<file path="src/rtl/mha_head_scheduler_pkg.sv">
// Shared types and helpers for the multi-head attention scheduler.
//  - state_e      : scheduler FSM states
//  - Addr*        : slot indices of the per-head engine address bank
//  - Default*     : default attention dimensions (sequence length, embedding, head width)
//  - *_stride()   : per-head byte strides of the weight and activation buffers
package mha_head_scheduler_pkg;

  typedef enum logic [2:0] {
    StIdle,
    StLaunch,
    StWait,
    StNext,
    StFinish
  } state_e;

  localparam int unsigned DefaultTokens  = 128;
  localparam int unsigned DefaultEmbed   = 768;
  localparam int unsigned DefaultHeadDim = 64;

  // Engine address slots.
  localparam int unsigned NumAddr = 10;
  localparam int AddrI   = 0;  // input matrix, shared
  localparam int AddrWq  = 1;
  localparam int AddrWk  = 2;
  localparam int AddrWv  = 3;
  localparam int AddrQp  = 4;
  localparam int AddrKpt = 5;
  localparam int AddrVp  = 6;
  localparam int AddrS   = 7;  // scratch, shared
  localparam int AddrP   = 8;  // scratch, shared
  localparam int AddrCp  = 9;

  function automatic int unsigned w_stride(input int unsigned embed, input int unsigned head_dim);
    return embed * head_dim;
  endfunction

  function automatic int unsigned qkv_stride(input int unsigned tokens,
                                             input int unsigned head_dim);
    return tokens * head_dim;
  endfunction

  // Per-head increment of one address slot; shared buffers do not move.
  function automatic int unsigned slot_stride(input int slot, input int unsigned w,
                                              input int unsigned qkv, input int unsigned c);
    case (slot)
      AddrWq, AddrWk, AddrWv:  return w;
      AddrQp, AddrKpt, AddrVp: return qkv;
      AddrCp:                  return c;
      default:                 return 0;
    endcase
  endfunction

endpackage

</file>
<file path="src/rtl/mha_head_scheduler_if.sv">
// Scheduler <-> single-head attention engine link.
//  start           : one-cycle launch pulse (scheduler -> engine)
//  done, error     : completion pulse and error flag sampled with it (engine -> scheduler)
//  addr_*          : per-head DDR addresses (scheduler -> engine)
// Modports: master = scheduler side, slave = engine side.
interface mha_head_scheduler_if #(
  parameter int unsigned AddrWidth = 64
);
  logic                 start;
  logic                 done;
  logic                 error;
  logic [AddrWidth-1:0] addr_i;
  logic [AddrWidth-1:0] addr_w_q;
  logic [AddrWidth-1:0] addr_w_k;
  logic [AddrWidth-1:0] addr_w_v;
  logic [AddrWidth-1:0] addr_q_prime;
  logic [AddrWidth-1:0] addr_k_prime_t;
  logic [AddrWidth-1:0] addr_v_prime;
  logic [AddrWidth-1:0] addr_s;
  logic [AddrWidth-1:0] addr_p;
  logic [AddrWidth-1:0] addr_c_prime;

  modport master (
    output start, addr_i, addr_w_q, addr_w_k, addr_w_v, addr_q_prime, addr_k_prime_t,
           addr_v_prime, addr_s, addr_p, addr_c_prime,
    input  done, error
  );

  modport slave (
    input  start, addr_i, addr_w_q, addr_w_k, addr_w_v, addr_q_prime, addr_k_prime_t,
           addr_v_prime, addr_s, addr_p, addr_c_prime,
    output done, error
  );
endinterface

</file>
<file path="src/rtl/mha_head_scheduler_addr_gen.sv">
// Per-head engine address bank.
//  clk, rstn : clock, synchronous active-low reset (bank clears to zero)
//  load      : copy base[] into the bank (head 0)
//  advance   : add each slot's per-head stride (wraps modulo 2**AddrWidth)
//  base      : head-0 addresses, indexed by the package Addr* slots
//  addr      : registered addresses of the current head
module mha_head_scheduler_addr_gen
  import mha_head_scheduler_pkg::*;
#(
  parameter int unsigned AddrWidth = 64,
  parameter int unsigned WStride   = 1,
  parameter int unsigned QkvStride = 1,
  parameter int unsigned CStride   = 1
) (
  input  logic                                clk,
  input  logic                                rstn,
  input  logic                                load,
  input  logic                                advance,
  input  logic [NumAddr-1:0][AddrWidth-1:0]   base,
  output logic [NumAddr-1:0][AddrWidth-1:0]   addr
);

  logic [NumAddr-1:0][AddrWidth-1:0] addr_q;
  logic [NumAddr-1:0][AddrWidth-1:0] step;

  always_comb begin
    step = '0;
    for (int i = 0; i < NumAddr; i++) begin
      step[i] = AddrWidth'(slot_stride(i, WStride, QkvStride, CStride));
    end
  end

  // Accumulate instead of multiplying by the head index.
  always_ff @(posedge clk) begin
    if (!rstn) begin
      addr_q <= '0;
    end else if (load) begin
      addr_q <= base;
    end else if (advance) begin
      for (int i = 0; i < NumAddr; i++) begin
        addr_q[i] <= addr_q[i] + step[i];
      end
    end
  end

  assign addr = addr_q;

endmodule

</file>
<file path="src/rtl/mha_head_scheduler.sv">
// Multi-head sequencer in front of the single-head self-attention engine. Runs the engine once
// per head (0..n-1, n = min(head_count, NumHeads)), moving the weight/projection/context
// addresses by one head stride between launches, and reports completion and the failing head.
// Requant/softmax parameters do not pass through here. The engine must share rstn so that a
// reset mid-run aborts both sides together.
// Optional feature: define MHA_TIMEOUT_EN for a per-head watchdog of TimeoutCycles cycles.
// Ports:
//  clk, rstn        : clock, synchronous active-low reset
//  start            : one-cycle run request, ignored while busy
//  head_count       : heads to run, sampled on an accepted start
//  addr_*           : head-0 base addresses (I, S, P shared by all heads)
//  busy             : run in progress
//  done, error      : run finished (level) / run failed, valid while done
//  err_head         : failing head index, valid while error
//  cur_head         : head currently dispatched
//  eng              : engine link (launch pulse, completion, per-head addresses)
module mha_head_scheduler
  import mha_head_scheduler_pkg::*;
#(
  parameter int unsigned NumHeads     = 12,
  parameter int unsigned Tokens       = DefaultTokens,
  parameter int unsigned Embed        = DefaultEmbed,
  parameter int unsigned HeadDim      = DefaultHeadDim,
  parameter int unsigned AxiAddrWidth = 64,
  parameter int unsigned HeadW        = $clog2(NumHeads + 1)
`ifdef MHA_TIMEOUT_EN
  ,
  parameter int unsigned TimeoutCycles = 2 ** 24
`endif
) (
  input  logic                    clk,
  input  logic                    rstn,
  input  logic                    start,
  input  logic [HeadW-1:0]        head_count,
  input  logic [AxiAddrWidth-1:0] addr_i,
  input  logic [AxiAddrWidth-1:0] addr_w_q,
  input  logic [AxiAddrWidth-1:0] addr_w_k,
  input  logic [AxiAddrWidth-1:0] addr_w_v,
  input  logic [AxiAddrWidth-1:0] addr_q_prime,
  input  logic [AxiAddrWidth-1:0] addr_k_prime_t,
  input  logic [AxiAddrWidth-1:0] addr_v_prime,
  input  logic [AxiAddrWidth-1:0] addr_s,
  input  logic [AxiAddrWidth-1:0] addr_p,
  input  logic [AxiAddrWidth-1:0] addr_c_prime,
  output logic                    busy,
  output logic                    done,
  output logic                    error,
  output logic [HeadW-1:0]        err_head,
  output logic [HeadW-1:0]        cur_head,
  mha_head_scheduler_if.master    eng
);

  localparam int unsigned WStride   = w_stride(Embed, HeadDim);
  localparam int unsigned QkvStride = qkv_stride(Tokens, HeadDim);
  localparam int unsigned CStride   = QkvStride;

  state_e           state_q, state_d;
  logic [HeadW-1:0] n_q, n_d;
  logic [HeadW-1:0] cur_head_q, cur_head_d;
  logic [HeadW-1:0] err_head_q, err_head_d;
  logic             busy_q, busy_d;
  logic             done_q, done_d;
  logic             error_q, error_d;
  logic             eng_start_q, eng_start_d;
  logic             addr_load, addr_advance;
  logic [HeadW-1:0] n_clamped;

  logic [NumAddr-1:0][AxiAddrWidth-1:0] base, addr;

`ifdef MHA_TIMEOUT_EN
  localparam int unsigned CntW = (TimeoutCycles > 2) ? $clog2(TimeoutCycles) : 1;
  logic [CntW-1:0] cnt_q, cnt_d;
`endif

  assign n_clamped = (head_count > HeadW'(NumHeads)) ? HeadW'(NumHeads) : head_count;

  always_comb begin
    base         = '0;
    base[AddrI]  = addr_i;
    base[AddrWq] = addr_w_q;
    base[AddrWk] = addr_w_k;
    base[AddrWv] = addr_w_v;
    base[AddrQp] = addr_q_prime;
    base[AddrKpt] = addr_k_prime_t;
    base[AddrVp] = addr_v_prime;
    base[AddrS]  = addr_s;
    base[AddrP]  = addr_p;
    base[AddrCp] = addr_c_prime;
  end

  mha_head_scheduler_addr_gen #(
    .AddrWidth (AxiAddrWidth),
    .WStride   (WStride),
    .QkvStride (QkvStride),
    .CStride   (CStride)
  ) u_addr_gen (
    .clk     (clk),
    .rstn    (rstn),
    .load    (addr_load),
    .advance (addr_advance),
    .base    (base),
    .addr    (addr)
  );

  always_comb begin
    state_d      = state_q;
    n_d          = n_q;
    cur_head_d   = cur_head_q;
    err_head_d   = err_head_q;
    busy_d       = busy_q;
    done_d       = done_q;
    error_d      = error_q;
    eng_start_d  = 1'b0;
    addr_load    = 1'b0;
    addr_advance = 1'b0;
`ifdef MHA_TIMEOUT_EN
    cnt_d        = cnt_q;
`endif
    unique case (state_q)
      StIdle: begin
        if (start) begin
          n_d        = n_clamped;
          cur_head_d = '0;
          err_head_d = '0;
          done_d     = 1'b0;
          error_d    = 1'b0;
          busy_d     = 1'b1;
          if (n_clamped == '0) begin
            state_d = StFinish;
          end else begin
            addr_load = 1'b1;
            state_d   = StLaunch;
          end
        end
      end
      StLaunch: begin
        // Registered pulse: visible in the first WAIT cycle, two cycles after start.
        eng_start_d = 1'b1;
`ifdef MHA_TIMEOUT_EN
        cnt_d       = '0;
`endif
        state_d     = StWait;
      end
      StWait: begin
        if (eng.done) begin
          if (eng.error) begin
            error_d    = 1'b1;
            err_head_d = cur_head_q;
            state_d    = StFinish;
          end else begin
            state_d = StNext;
          end
        end
`ifdef MHA_TIMEOUT_EN
        else if (cnt_q == CntW'(TimeoutCycles - 1)) begin
          error_d    = 1'b1;
          err_head_d = cur_head_q;
          state_d    = StFinish;
        end else begin
          cnt_d = cnt_q + 1'b1;
        end
`endif
      end
      StNext: begin
        cur_head_d = cur_head_q + 1'b1;
        if (cur_head_d == n_q) begin
          state_d = StFinish;
        end else begin
          addr_advance = 1'b1;
          state_d      = StLaunch;
        end
      end
      StFinish: begin
        busy_d  = 1'b0;
        done_d  = 1'b1;
        state_d = StIdle;
      end
      default: state_d = StIdle;
    endcase
  end

  always_ff @(posedge clk) begin
    if (!rstn) begin
      state_q     <= StIdle;
      n_q         <= '0;
      cur_head_q  <= '0;
      err_head_q  <= '0;
      busy_q      <= 1'b0;
      done_q      <= 1'b0;
      error_q     <= 1'b0;
      eng_start_q <= 1'b0;
`ifdef MHA_TIMEOUT_EN
      cnt_q       <= '0;
`endif
    end else begin
      state_q     <= state_d;
      n_q         <= n_d;
      cur_head_q  <= cur_head_d;
      err_head_q  <= err_head_d;
      busy_q      <= busy_d;
      done_q      <= done_d;
      error_q     <= error_d;
      eng_start_q <= eng_start_d;
`ifdef MHA_TIMEOUT_EN
      cnt_q       <= cnt_d;
`endif
    end
  end

  assign busy     = busy_q;
  assign done     = done_q;
  assign error    = error_q;
  assign err_head = err_head_q;
  assign cur_head = cur_head_q;

  assign eng.start          = eng_start_q;
  assign eng.addr_i         = addr[AddrI];
  assign eng.addr_w_q       = addr[AddrWq];
  assign eng.addr_w_k       = addr[AddrWk];
  assign eng.addr_w_v       = addr[AddrWv];
  assign eng.addr_q_prime   = addr[AddrQp];
  assign eng.addr_k_prime_t = addr[AddrKpt];
  assign eng.addr_v_prime   = addr[AddrVp];
  assign eng.addr_s         = addr[AddrS];
  assign eng.addr_p         = addr[AddrP];
  assign eng.addr_c_prime   = addr[AddrCp];

endmodule

</file>
<file path="src/flat_wrapper.sv">
// flat-port wrapper written by rule: the top's interface ports become plain ports
module mha_head_scheduler_flat import mha_head_scheduler_pkg::*;
#(
  parameter int unsigned NumHeads     = 12,
  parameter int unsigned Tokens       = DefaultTokens,
  parameter int unsigned Embed        = DefaultEmbed,
  parameter int unsigned HeadDim      = DefaultHeadDim,
  parameter int unsigned AxiAddrWidth = 64,
  parameter int unsigned HeadW        = $clog2(NumHeads + 1)

)
  (clk, rstn, start, head_count, addr_i, addr_w_q, addr_w_k, addr_w_v, addr_q_prime, addr_k_prime_t, addr_v_prime, addr_s, addr_p, addr_c_prime, busy, done, error, err_head, cur_head, eng_start, eng_addr_i, eng_addr_w_q, eng_addr_w_k, eng_addr_w_v, eng_addr_q_prime, eng_addr_k_prime_t, eng_addr_v_prime, eng_addr_s, eng_addr_p, eng_addr_c_prime, eng_done, eng_error);
  mha_head_scheduler_if #(.AddrWidth((64))) eng_i ();
  input  logic clk;
  input  logic rstn;
  input  logic start;
  input  logic [HeadW-1:0] head_count;
  input  logic [AxiAddrWidth-1:0] addr_i;
  input  logic [AxiAddrWidth-1:0] addr_w_q;
  input  logic [AxiAddrWidth-1:0] addr_w_k;
  input  logic [AxiAddrWidth-1:0] addr_w_v;
  input  logic [AxiAddrWidth-1:0] addr_q_prime;
  input  logic [AxiAddrWidth-1:0] addr_k_prime_t;
  input  logic [AxiAddrWidth-1:0] addr_v_prime;
  input  logic [AxiAddrWidth-1:0] addr_s;
  input  logic [AxiAddrWidth-1:0] addr_p;
  input  logic [AxiAddrWidth-1:0] addr_c_prime;
  output logic busy;
  output logic done;
  output logic error;
  output logic [HeadW-1:0] err_head;
  output logic [HeadW-1:0] cur_head;
  output wire logic [$bits(eng_i.start)-1:0] eng_start;
  output wire logic [$bits(eng_i.addr_i)-1:0] eng_addr_i;
  output wire logic [$bits(eng_i.addr_w_q)-1:0] eng_addr_w_q;
  output wire logic [$bits(eng_i.addr_w_k)-1:0] eng_addr_w_k;
  output wire logic [$bits(eng_i.addr_w_v)-1:0] eng_addr_w_v;
  output wire logic [$bits(eng_i.addr_q_prime)-1:0] eng_addr_q_prime;
  output wire logic [$bits(eng_i.addr_k_prime_t)-1:0] eng_addr_k_prime_t;
  output wire logic [$bits(eng_i.addr_v_prime)-1:0] eng_addr_v_prime;
  output wire logic [$bits(eng_i.addr_s)-1:0] eng_addr_s;
  output wire logic [$bits(eng_i.addr_p)-1:0] eng_addr_p;
  output wire logic [$bits(eng_i.addr_c_prime)-1:0] eng_addr_c_prime;
  input wire logic [$bits(eng_i.done)-1:0] eng_done;
  input wire logic [$bits(eng_i.error)-1:0] eng_error;
  assign eng_start = eng_i.start;
  assign eng_addr_i = eng_i.addr_i;
  assign eng_addr_w_q = eng_i.addr_w_q;
  assign eng_addr_w_k = eng_i.addr_w_k;
  assign eng_addr_w_v = eng_i.addr_w_v;
  assign eng_addr_q_prime = eng_i.addr_q_prime;
  assign eng_addr_k_prime_t = eng_i.addr_k_prime_t;
  assign eng_addr_v_prime = eng_i.addr_v_prime;
  assign eng_addr_s = eng_i.addr_s;
  assign eng_addr_p = eng_i.addr_p;
  assign eng_addr_c_prime = eng_i.addr_c_prime;
  assign eng_i.done = eng_done;
  assign eng_i.error = eng_error;
  mha_head_scheduler #(.NumHeads(NumHeads), .Tokens(Tokens), .Embed(Embed), .HeadDim(HeadDim), .AxiAddrWidth(AxiAddrWidth), .HeadW(HeadW)) u_core (.clk(clk), .rstn(rstn), .start(start), .head_count(head_count), .addr_i(addr_i), .addr_w_q(addr_w_q), .addr_w_k(addr_w_k), .addr_w_v(addr_w_v), .addr_q_prime(addr_q_prime), .addr_k_prime_t(addr_k_prime_t), .addr_v_prime(addr_v_prime), .addr_s(addr_s), .addr_p(addr_p), .addr_c_prime(addr_c_prime), .busy(busy), .done(done), .error(error), .err_head(err_head), .cur_head(cur_head), .eng(eng_i));
endmodule
</file>
<file path="config.mk">
export PLATFORM = sky130hd
export DESIGN_NAME = mha_head_scheduler_flat
export DESIGN_NICKNAME = d
export VERILOG_FILES = /design/src/rtl/mha_head_scheduler_pkg.sv /design/src/rtl/mha_head_scheduler_if.sv /design/src/rtl/mha_head_scheduler_addr_gen.sv /design/src/rtl/mha_head_scheduler.sv /design/src/flat_wrapper.sv
export SDC_FILE = /design/constraint.sdc
export NUM_CORES = 2
export LEC_CHECK = 0
export ABC_AREA = 1
export CORE_AREA = 8 8 494 496
export DETAILED_ROUTE_END_ITERATION = 7
export DIE_AREA = 0 0 502 504
export PLACE_DENSITY = 0.38
export SETUP_SLACK_MARGIN = 0.4
export SKIP_CTS_REPAIR_TIMING = 1
export SYNTH_ARGS = -nofsm -noshare
export SYNTH_HDL_FRONTEND = slang
export SYNTH_SLANG_ARGS = --single-unit
</file>
<file path="constraint.sdc">
create_clock -name clk -period 2.6 [get_ports clk]
set_input_delay 0.52 -clock clk [delete_from_list [all_inputs] [get_ports clk]]
set_output_delay 0.52 -clock clk [all_outputs]
set_load 0.01 [all_outputs]
</file>
Yosys cells after proc, flatten, opt, wreduce, memory -nomap -nowiden
Cells that the tools add are included.
W data, S select, Z words.
{ "classes": {"addsub": 8, "n_lt_le_gt_ge": 1, "n_eq_ne": 8, "mux": 27, "n_reduce_logical": 11} }
{ "ops": {"columns": ["operator", "count"], "rows": [
  ["$mux W640", 2],
  ["$add A64 B14 Y64 const B", 4],
  ["$add A64 B16 Y64 const B", 3],
  ["$mux W4", 4],
  ["$pmux W4 S2", 2],
  ["$mux W3", 5],
  ["$pmux W3 S4", 1],
  ["$mux W1", 10],
  ["$reduce_and A2 Y1", 4],
  ["$reduce_bool A2 Y1", 4],
  ["$eq A3 B2 Y1 const B", 2],
  ["$ne A2 B2 Y1 const B", 3],
  ["$pmux W1 S2", 3],
  ["$add A4 B1 Y4 const B", 1],
  ["$eq A4 B4 Y1", 1],
  ["$gt A4 B4 Y1 const B", 1],
  ["$logic_not A4 Y1", 1],
  ["$reduce_and A4 Y1", 1],
  ["$eq A3 B1 Y1 const B", 1],
  ["$eq A3 B3 Y1 const B", 1],
  ["$logic_not A3 Y1", 1]
]} }
{ "word_totals": {"regBits": 659, "in_bits": 649, "output_inout_bits": 652, "elab_cells": 73} }

Depth between registers and ports, before layout
{ "logic_depth": {"ltp_word": 7, "depth_mapped": 15, "depth_no_buf": 13} }

Cells and area by module
A second synthesis with hierarchy kept.
{ "hier_totals": {"cells_unflattened": 5422, "area_unflattened_um2": 35062.4} }
{ "modules_own_cells": {"columns": ["mod", "n_inst", "cells_per_inst", "area_each_um2", "seq_area_each_um2"], "rows": [
  ["mha_head_scheduler_addr_gen", 1, 5285, 34110.2, 12812.3],
  ["mha_head_scheduler", 1, 137, 952.2, 380.4]
]} }

Worst setup path after synthesis
No wires, ideal clock.
{ "synth_path": {"path_type": "register to register", "startpoint": "reg u_core.cur_head_q[1], in the netlist u_core.cur_head[1]", "endpoint": "reg u_core.u_addr_gen.addr_q, in the netlist u_core.u_addr_gen.addr[303]", "setup_ns": 0.128, "arrival_ns": 1.833, "t_required_ns": 2.472, "slack_ns": 0.639, "path_stages_with_launch": 14, "path_buffers": 2, "synth_period_minus_slack_ns": 1.961, "cell_sequence": "dfxtp_1 -> ha_1 -> xnor2_1 -> nand2_1 -> nor2_1 -> nand2_1 -> nand2_2 -> nand2_4 -> buf_2 -> buf_2 -> nand3_1 -> nand2_1 -> nor2_1 -> nor2_1"} }
{ "synth_via": {"elab_chain_len": 5} }
{ "synth_rtl": {"columns": ["element", "line", "source"], "rows": [
  ["start, declared", "mha_head_scheduler.sv:59", "logic [HeadW-1:0] cur_head_q, cur_head_d;"],
  ["start signal, assigned", "mha_head_scheduler.sv:198", "cur_head_q <= cur_head_d;"],
  ["$add A4 B1 Y4", "mha_head_scheduler.sv:165", "cur_head_d = cur_head_q + 1'b1;"],
  ["$eq A4 B4 Y1", "mha_head_scheduler.sv:166", "if (cur_head_d == n_q) begin"],
  ["$mux W1", "mha_head_scheduler.sv:166", null],
  ["$mux W1", "mha_head_scheduler.sv:119", "unique case (state_q)"],
  ["$reduce_bool A2 Y1 (no source line)", null, null],
  ["end signal, assigned", "mha_head_scheduler_addr_gen.sv:38", "addr_q <= base;"],
  ["end signal, assigned by index", "mha_head_scheduler_addr_gen.sv:41", "addr_q[i] <= addr_q[i] + step[i];"],
  ["end, declared", "mha_head_scheduler_addr_gen.sv:23", "logic [NumAddr-1:0][AddrWidth-1:0] addr_q;"]
]} }
No other way between the ends.
A chain may end at the register's enable or synchronous reset.

Worst setup path after layout
{ "layout_path": {"startpoint": "reg u_core.u_addr_gen.addr_q, in the netlist u_core.u_addr_gen.addr[238]", "endpoint": "out eng_addr_w_v[46]"} }
{ "layout_rtl": {"columns": ["element", "line", "source"], "rows": [
  ["end, declared", "flat_wrapper.sv:37", "output wire logic [$bits(eng_i.addr_w_v)-1:0] eng_addr_w_v;"]
]} }
No word-level cell between the ends.

==> reports/results.ini <==
[pwr]
leakage_nw = 26.0
p_int_mw = 29.9
p_comb_frac = 0.440
seqPwrFrac = 0.311
ir_worst_vdd_mv = 0.511
p_switching_mw = 21.7
swShare = 0.421
power_density_mw_per_mm2 = 849
pwr-share-clk = 0.249

[min_path]
min_from = rstn
holdPathStages = 3
min_to = u_core.u_addr_gen.addr[482]
hold_class = primary input to flip-flop

[synth]
syn_area_per_cell_sq_um = 6.16
synthFlopType = dfxtp_1
syn-cell-area_sq_mm = 0.0372
synth-edff-count = 0
synth_seq_cells = 659
syn_inst = 6040
synthArstFlopShare = 0
yosysSeqAreaShare = 0.354
yosysWarningCount = 0
ys_types = 43
synth_fp_nets = 6697

[timing]
setup_violations = 0
max_freq_mhz = 424
report.final.slew_viol_count = 0
relSlewSlack = 0.497
hold_viol = 0
rsz0062_at_grt = true
clock_skew_ns = 0.0740
min_period_ns = 2.36
tightestPinTransition_ns = 0.748
finalCritPeriodShare = 0.907

[floorplanning]
start_util = 0.158
pin_count = 1301
core.rowCount = 179
design.core.area_sq_mm = 0.236
fp.dieH_um = 504
die_w_um = 502
die_area_sq_mm = 0.253

[setup_path]
path_cells = clkdlybuf4s50_1
endpoint_kind = output pin
critPathBufInv = 1
setup.worst_path.start_class = flip-flop
r2r_start = u_core.cur_head[0]
path_depth = 1
critPathMaxStageDelay_ns = 0.62
reg2regPathDepth = 13
reg2reg_to = u_core.u_addr_gen.addr[177]
worstSetupPathType = flip-flop to output pin
cp_slowest_cell = clkdlybuf4s50_1
path_max_fanout = 6
required_ns = 2.08
arrival_ns = 1.84
critPathTopFamily = buffers and inverters
rrSetupSlack_ns = 0.36

[place]
dpl.hpwl_um = 227000
place_congestion = 0.920
placed_cell_area_sq_mm = 0.0559
portBuffers = 1300

[layout]
layout_common_cells = nand2_1, nor2_1, clkdlybuf4s50_1
final_nets = 8128
area.growth.synth_to_final_pct = 63.4
final_util = 0.257
final_common_cell = nand2_1
stdcell_area_sq_mm = 0.0608
drive_above_1_share = 0.103

[drt]
drc = 0
vias = 47400
drt_iter0_drc = 3664
antenna_left = 0
vias_per_cell = 4.42
drt_first_pass_iters = 6
wire_per_inst_um = 25.9
totalWireLength_um = 278000

[global_routing]
overflow = 0
grt_most_used_layer = met2
grt_first_pass_wirelength_um = 374000
met3_usage = 0.0624
antenna_found_initial = 71
grt_max_degree = 104
use_met1 = 0.245
grt_pass1_vias = 45700
grt_use_total = 0.205
gr-usage-met2 = 0.358

[outcome]
outcome = finished, final reports clean

[clock_tree]
tritoncts = built
cts.path.max_buffers = 3
clock_latency_ns = 0.75
clk_pin_slew_worst_paths_ns = 0.06
cts_sinks = 659
cts.htree.levels = 3
cts_root_buf = clkbuf_16
cts_buffers = 90

[flow_run]
cap_violations = 0

[Yosys cell counts, drive strengths merged (23+ instances only)]
| library cell | count | area [sq um] |
|---|---|---|
| nand3b | 52 | 390 |
| nor2 | 1417 | 5360 |
| clkbuf | 133 | 499 |
| or2 | 72 | 450 |
| xor2 | 41 | 359 |
| buf | 161 | 907 |
| nor3 | 23 | 126 |
| nand3 | 465 | 2330 |
| dfxtp | 659 | 13200 |
| o211ai | 49 | 368 |
| xnor2 | 51 | 447 |
| nand4 | 125 | 782 |
| o21ai | 529 | 2650 |
| nand2 | 1603 | 6030 |
| inv | 262 | 983 |
| a21oi | 306 | 1530 |
| mux2i | 34 | 340 |
[flip-flops by register name (all words and copies together), names as in the netlist]
signal                  cells
u_core.err_head             4
u_core.cur_head             4
u_core.done                 1
u_core.busy                 1
u_core.u_addr_gen.addr    640
u_core.eng.start            1
u_core.n_q                  4
u_core.error                1
u_core.state_q              3
[power groups by stage]
| stage | clock network, mW | registers, mW | logic [mW] |
|---|---|---|---|
| CTS | 13.4 | 16.0 | 22.6 |
| global route | 13.7 | 16.4 | 24.5 |
| global placement | 0 | 16.1 | 22.5 |
| floorplan | 0 | 15.8 | 8.46 |
| finish | 12.9 | 16.1 | 22.7 |
| detailed placement | 0 | 16.1 | 22.5 |
[per-layer routing]
metal,vias to the layer above,share of wire
met5,-,0.0011
met4,46,0.025
met3,310,0.082
met2,1652,0.48
met1,22700,0.41
li1,22600,-
[worst max-delay path by stage]
| stage | start | slack (ns) | endpoint |
|---|---|---|---|
| 3_3_place_gp | head_count[2] | -0.12 | u_core.u_addr_gen.addr[4] |
| 3_5_place_dp | head_count[3] | -0.12 | u_core.u_addr_gen.addr[4] |
| 2_1_floorplan | u_core.cur_head[1] | 0.64 | u_core.u_addr_gen.addr[303] |
| 4_1_cts | u_core.u_addr_gen.addr[592] | -0.18 | eng_addr_c_prime[16] |
| 5_1_grt | u_core.u_addr_gen.addr[593] | 0.13 | u_core.u_addr_gen.addr[604] |
| 6_report | u_core.u_addr_gen.addr[238] | 0.24 | eng_addr_w_v[46] |
[stage by stage]
step                power (mW)  worst slack (ns)  std cells  TNS (ns)  hold WS, ns
finish                    51.6             0.241      10700         0        0.173
global route              54.6             0.134      10700         0        0.145
CTS                       51.9            -0.184      10700     -1.65       0.0437
detailed placement        38.6            -0.125      10500     -1.78        0.462
global placement          38.6            -0.117      10500     -1.14        0.454
floorplan                 24.2             0.639       6040         0        0.445
[kinds of logic after synthesis]
group                      count (synthesis)  share of synthesized area
adders and majority gates                  8                    0.00269
and+or+nand+nor                         3768                      0.418
buffers and inverters                    557                     0.0643
xor gates and xnor gates                  92                     0.0216
DFF                                      659                      0.354
AOI/OAI and AO/OA                        922                      0.130
muxes                                     34                    0.00914
[worst register-to-register path, cell delays in order, from the launching register on]
cell and delay (ns):
dfxtp_4 0.35, ha_4 0.29, xnor2_2 0.11, nand2_2 0.08, nor2_4 0.12, nand2_4 0.08
nand2_8 0.12, buf_12 0.12, buf_16 0.20, buf_12 0.14, buf_16 0.13, nand2_1 0.13
nand2_1 0.14, a21oi_1 0.07
[area by class of cell]
type | instances | area [sq um]
flip-flops and latches | 659 | 13400
well taps | 3167 | 3960
repair buffers | 1633 | 17300
diodes | 19 | 47.5
clock inverters | 22 | 312
inverters | 263 | 1040
multi-input cells | 4824 | 22000
clock buffers | 138 | 2660
fillers | 26300 | 175000
Note: power is estimated with default switching activity, not from simulation.
